===== src/rtl/oddr_x1f_if.sv =====
// Data/pad bundle for the single-bit output DDR register.
interface oddr_x1f_if;
    logic d0;
    logic d1;
    logic q;

    modport master (output d0, output d1, input q);
    modport slave  (input d0, input d1, output q);
endinterface


===== src/rtl/oddr_x1f.sv =====
// Single-bit output DDR register: d0 shown while SCLK is high, d1 while SCLK is low.
module oddr_x1f #(
    parameter logic RESET_VALUE = 1'b0,
    parameter logic INIT_VALUE  = 1'b0
) (
    input  logic       SCLK,
    input  logic       RST,
    oddr_x1f_if.slave  dio
);

    // Declaration values model the power-up register contents before any clock edge.
    logic d0_q   = INIT_VALUE;
    logic d1_q   = INIT_VALUE;
    logic rst_q  = INIT_VALUE;
    logic d1_n_q = INIT_VALUE;

    logic d0_d;
    logic d1_d;
    logic rst_d;
    logic d1_n_d;

    always_comb begin
        d0_d   = dio.d0;
        d1_d   = dio.d1;
        rst_d  = RST;
        d1_n_d = rst_q ? RESET_VALUE : d1_q;
    end

    always_ff @(posedge SCLK) begin
        if (RST) begin
            d0_q <= RESET_VALUE;
            d1_q <= RESET_VALUE;
        end else begin
            d0_q <= d0_d;
            d1_q <= d1_d;
        end
        rst_q <= rst_d;
    end

    // Retime the second bit so it is stable across the whole low half.
    always_ff @(negedge SCLK) begin
        d1_n_q <= d1_n_d;
    end

    assign dio.q = rst_q ? RESET_VALUE : (SCLK ? d0_q : d1_n_q);

endmodule


===== src/flat_wrapper.sv =====
// flat-port wrapper written by rule: the top's interface ports become plain ports
module oddr_x1f_flat 
#(
    parameter logic RESET_VALUE = 1'b0,
    parameter logic INIT_VALUE  = 1'b0
)
  (SCLK, RST, dio_d0, dio_d1, dio_q);
  oddr_x1f_if dio_i ();
  input  logic SCLK;
  input  logic RST;
  input wire logic [$bits(dio_i.d0)-1:0] dio_d0;
  input wire logic [$bits(dio_i.d1)-1:0] dio_d1;
  output wire logic [$bits(dio_i.q)-1:0] dio_q;
  assign dio_i.d0 = dio_d0;
  assign dio_i.d1 = dio_d1;
  assign dio_q = dio_i.q;
  oddr_x1f #(.RESET_VALUE(RESET_VALUE), .INIT_VALUE(INIT_VALUE)) u_core (.SCLK(SCLK), .RST(RST), .dio(dio_i));
endmodule

===== config.mk =====
export PLATFORM = sky130hd
export DESIGN_NAME = oddr_x1f_flat
export DESIGN_NICKNAME = d
export VERILOG_FILES = /design/src/rtl/oddr_x1f_if.sv /design/src/rtl/oddr_x1f.sv /design/src/flat_wrapper.sv
export SDC_FILE = /design/constraint.sdc
export NUM_CORES = 1
export LEC_CHECK = 0
export BUFFER_PORTS_ARGS = -buffer_cell sky130_fd_sc_hd__buf_2
export CAP_MARGIN = 0
export CORE_AREA = 4 4 41 43
export CTS_BUF_LIST = sky130_fd_sc_hd__clkbuf_8
export DETAILED_ROUTE_END_ITERATION = 7
export DIE_AREA = 0 0 45 47
export RECOVER_POWER = 100
export SETUP_SLACK_MARGIN = 0.02
export SLEW_MARGIN = 20
export SYNTH_ARGS = -nofsm -noshare
export SYNTH_HDL_FRONTEND = slang
export SYNTH_SLANG_ARGS = --single-unit

===== constraint.sdc =====
create_clock -name SCLK -period 1.47 [get_ports SCLK]
set_input_delay 0.0735 -clock SCLK [delete_from_list [all_inputs] [get_ports SCLK]]
set_output_delay 0.0735 -clock SCLK [all_outputs]
set_load 0.01 [all_outputs]

==> flow_summary.ini, run 1 <==
[setup_path]
cp-end-kind = output port
crit_path_start = u_core.d1_n_q$_SDFF_NP0_
r2r_start = u_core.d1_q$_SDFF_PP0_
critPathKind = reg2out
critical_path_arrival_ps = 1720
critPathMaxStageDelay_ps = 290
path_cells = mux2i_1 -> nor2_1 -> buf_2
critPathLaunchType = flip-flop
critPathMaxFanout = 1
cp_data_required_time_ps = 1400
slowest_stage = dfxtp_1

[drt]
dr_wl_met3_microns = 48
routedLengthMet1_microns = 95
routedWlPerCell_microns = 6.92
highest_layer = met4
antenna_left = 0
drt_iter0_drc = 1
drcViolationCount = 0
dr_total_vias = 113
via_per_inst = 2.90
met2_length_microns = 118
wl_microns = 270
first_pass_iters = 2

[global_route]
grt_pass1_wl_microns = 496
grt_max_degree = 4
grt_usage_pct = 5.37
antenna_found_initial = 0
grt_pass1_vias = 156
grt-ovfl-total = 0

[cts]
cts.clk_slew.worst_paths_ps = 30
clkLatencyLatePin_ps = 400
cts_tree = yes
cts_setup_buffers = 0
cts_resized = 0

[finish]
seq_area_sq_um = 80.1
multi_input_area_sq_um = 32.5
layout.nets = 29
drive_gt1_share_pct = 37.5
post-route-cell-area_sq_um = 270
antenna_cells = 0
layout.filler_cells = 153
areaGrowthSynthToFinish_pct = 132
final_util_pct = 20.8

[sta]
layout_setup_ws_ps = -322
whs_ps = 444
hold_viol = 0
skew_ps = 76.2
worst_pin_slew_ps = 120
setup_violations = 1
report.final.slew_viol_count = 0
relSlewSlack_pct = 91.8
rsz0062_at_grt = true

[synthesis]
synthCells = 10
syn_area_sq_um = 116
yosysSeqAreaShare_pct = 68.8
yosys-top-cells-area = dfxtp_1 69%, nor2b_1 16%, mux2i_1 8.6%
yosysWarnings = 0
ys_types = 5
avgSynthCellArea_sq_um = 11.6
ys_ff_latch = 4
synth_nets = 14
yosysTopAreaCell = dfxtp_1
synth_top_area_share_pct = 68.8

[placement]
place_area_sq_um = 155
pre_cts_ws_ps = 110
port_buffers = 4
place.gp.congestion = 0.495

[worst_hold_path]
hp-start = RST
hold_path.class = in2reg

[die]
rows = 13
die_h_microns = 47
initial_utilization_pct = 8.94
ioPinCount = 5
die_w_microns = 45
core_area_sq_um = 1300
die_area_sq_um = 2120

[outcome]
violations = negative setup slack
outcome = finished with violations

[power]
vdd_drop_max_v = 0.000629
p_leak_nw = 0.128
power_w = 0.000616
power_density_nw_per_um2 = 2280

[run]
cap_violations = 0
final cells by class:
type | count | share of cell area (%)
tap | 15 | 6.94
clock inverter | 2 | 2.78
clock buffer | 7 | 32.4
sequential | 4 | 29.6
timing repair buffer | 6 | 16.2
multi-input combinational | 5 | 12.0
flip-flops by register name (all words and copies together) (netlist names):
register / flops
u_core.d0_q: 1
u_core.d1_n_q: 1
u_core.d1_q: 1
u_core.rst_q: 1
final timing paths:
| kind | slack, ps | cells after the start | endpoint |
|---|---|---|---|
| worst max-delay path | -320 | 3 | dio_q |
| worst max register to register | 310 | 1 | u_core.d1_n_q$_SDFF_NP0_ |
| worst min register to register | 1070 | 1 | u_core.d1_n_q$_SDFF_NP0_ |
| worst min-delay path | 440 | 2 | u_core.rst_q$_DFF_P_ |
layer usage:
metal / GRT usage, % / vias to the layer above
met3: 9.96 / 2
met5: 0 / -
met4: 12.9 / 0
met1: 2.27 / 46
met2: 2.82 / 8
li1: - / 57
cells in the final DEF, fill, tap and decap left out:
cell and instances:
buf_2 3, clkbuf_1 1, clkbuf_8 6, dfxtp_1 4
dlygate4sd3_1 3, inv_1 2, mux2i_1 1, nor2_1 1
nor2b_1 3
synth_stat cells:
cell / number
inv_1: 1
nor2b_1: 3
nor2_1: 1
dfxtp_1: 4
mux2i_1: 1
logic make-up (layout without fill, tap and decap cells):
family        Yosys count  count (layout)  synth area share, %
simple gates            4               4                 19.4
mux                     1               1                 8.60
flops                   4               4                 68.8
buf+inv                 1              15                 3.22
worst max-delay path, delay by kind of cell (launching register included):
kind,cells,cell delay [ps]
DFF,1,290
buffers and inverters,1,130
muxes,1,120
and+or+nand+nor,1,50
stage by stage:
step                std cells  setup TNS, ps
floorplan                  10              0
global placement           29              0
detailed placement         29              0
CTS                        39           -348
global route               39           -416
finish                     39           -322
timing repair:
action	CTS	global route
pin swaps	0	0
hold buffers	3	0
endpoints found under the hold margin	3	0
endpoints found under the setup margin	1	1
power by group:
group | switching (W) | internal (W) | total [W] | leakage, nW
combinational | 0.00000301 | 0.00000953 | 0.0000125 | 0.0282
sequential | 0.00000158 | 0.000115 | 0.000116 | 0.0333
clock | 0.000113 | 0.000373 | 0.000487 | 0.0666
total | 0.000118 | 0.000498 | 0.000616 | 0.128
No activity file was read; power rests on OpenSTA's default activity.
==> run 2, diff against run 1 <==
--- a/config.mk
+++ b/config.mk
@@ -13,7 +13,9 @@
 export DIE_AREA = 0 0 45 47
 export RECOVER_POWER = 100
 export SETUP_SLACK_MARGIN = 0.02
+export SKIP_CTS_REPAIR_TIMING = 1
 export SLEW_MARGIN = 20
 export SYNTH_ARGS = -nofsm -noshare
 export SYNTH_HDL_FRONTEND = slang
 export SYNTH_SLANG_ARGS = --single-unit
+export TNS_END_PERCENT = 30
==> flow_summary.ini, run 2 (same netlist as run 1, synthesis figures left out) <==
[global_route]
grt_pass1_vias = 144
antenna_found_initial = 0
grt-ovfl-total = 0
grt_max_degree = 4
grt_pass1_wl_microns = 434
grt_usage_pct = 4.98

[finish]
antenna_cells = 0
layout_common_cells = 6 x clkbuf_8, 4 x dfxtp_1, 3 x nor2b_1, 3 x dlygate4sd3_1, 3 x buf_2
areaGrowthSynthToFinish_pct = 132
drive_gt1_share_pct = 37.5
final_util_pct = 20.8
instances_no_fill = 39
layout.nets = 29
layout_commonest_cell = clkbuf_8

[drt]
first_pass_iters = 2
drcViolationCount = 0
met2_length_microns = 118
routedWlPerCell_microns = 6.92
routedLengthMet1_microns = 95
dr_total_vias = 113
via_per_inst = 2.90
wl_microns = 270
antenna_left = 0
drt_iter0_drc = 1
dr_wl_met3_microns = 48
highest_layer = met4

[sta]
hold_viol = 0
report.final.slew_viol_count = 0
whs_ps = 444
setup-tns-final_ps = -322
worst_pin_slew_ps = 120
setup_violations = 1
rsz0062_at_grt = true
skew_ps = 76.2
relSlewSlack_pct = 91.8
layout_setup_ws_ps = -322

[die]
rows = 13
core_area_sq_um = 1300
die_h_microns = 47
die_w_microns = 45
ioPinCount = 5
die_area_sq_um = 2120
initial_utilization_pct = 8.94

[placement]
port_buffers = 4
dp_cells = 29
place.gp.congestion = 0.495

[setup_path]
cp_data_required_time_ps = 1400
critical_path_arrival_ps = 1720
critPathMaxFanout = 1
path_cells = mux2i_1 -> nor2_1 -> buf_2
path_delay_family = flip-flops
cp-end-kind = output port
path_buf_inv = 1
critPathKind = reg2out
rrSetupSlack_ps = 310
critPathLaunchType = flip-flop
critPathMaxStageDelay_ps = 290
slowest_stage = dfxtp_1

[power]
power_density_nw_per_um2 = 2280
vdd_drop_max_v = 0.000629
p_leak_nw = 0.128
power_w = 0.000616

[cts]
clkLatencyLatePin_ps = 400
cts_tree = yes
cts.clk_slew.worst_paths_ps = 30

[run]
cap_violations = 0

[worst_hold_path]
hold_path.class = in2reg

[outcome]
outcome = finished with violations
violations = negative setup slack
[run 2: cell counts in the layout (fill, tap and decap cells not counted)]
Identical to the previous run, type by type.
[run 2: cell type report]
| cell class | count | area (sq um) |
|---|---|---|
| clock buffer | 7 | 87.6 |
| clock inverter | 2 | 7.51 |
| fill | 153 | 1030 |
| multi-input combinational | 5 | 32.5 |
| sequential | 4 | 80.1 |
| tap | 15 | 18.8 |
| timing repair buffer | 6 | 43.8 |
[run 2: power breakdown]
group	switching, W	total (W)	internal [W]
clock network	0.000113	0.000487	0.000373
logic	0.00000301	0.0000125	0.00000953
registers	0.00000158	0.000116	0.000115
total	0.000118	0.000616	0.000498
[run 2: routing by layer]
metal / vias up / global-route usage, %
met4: 0 / 12.9
met2: 8 / 2.26
met5: - / 0
li1: 57 / -
met1: 46 / 1.59
met3: 2 / 9.96
[run 2: metrics by stage]
stage                     cell area [sq um]  worst slack [ps]
after floorplan                         116               161
after global placement                  155               113
after detailed placement                155               110
after CTS                               241              -348
after global routing                    270              -416
final                                   270              -322
[run 2: final timing paths]
kind | end | cells past startpoint | start
setup / recovery | dio_q | 3 | u_core.d1_n_q$_SDFF_NP0_
hold / removal | u_core.rst_q$_DFF_P_ | 2 | RST
setup reg to reg | u_core.d1_n_q$_SDFF_NP0_ | 1 | u_core.d1_q$_SDFF_PP0_
hold reg to reg | u_core.d1_n_q$_SDFF_NP0_ | 1 | u_core.rst_q$_DFF_P_
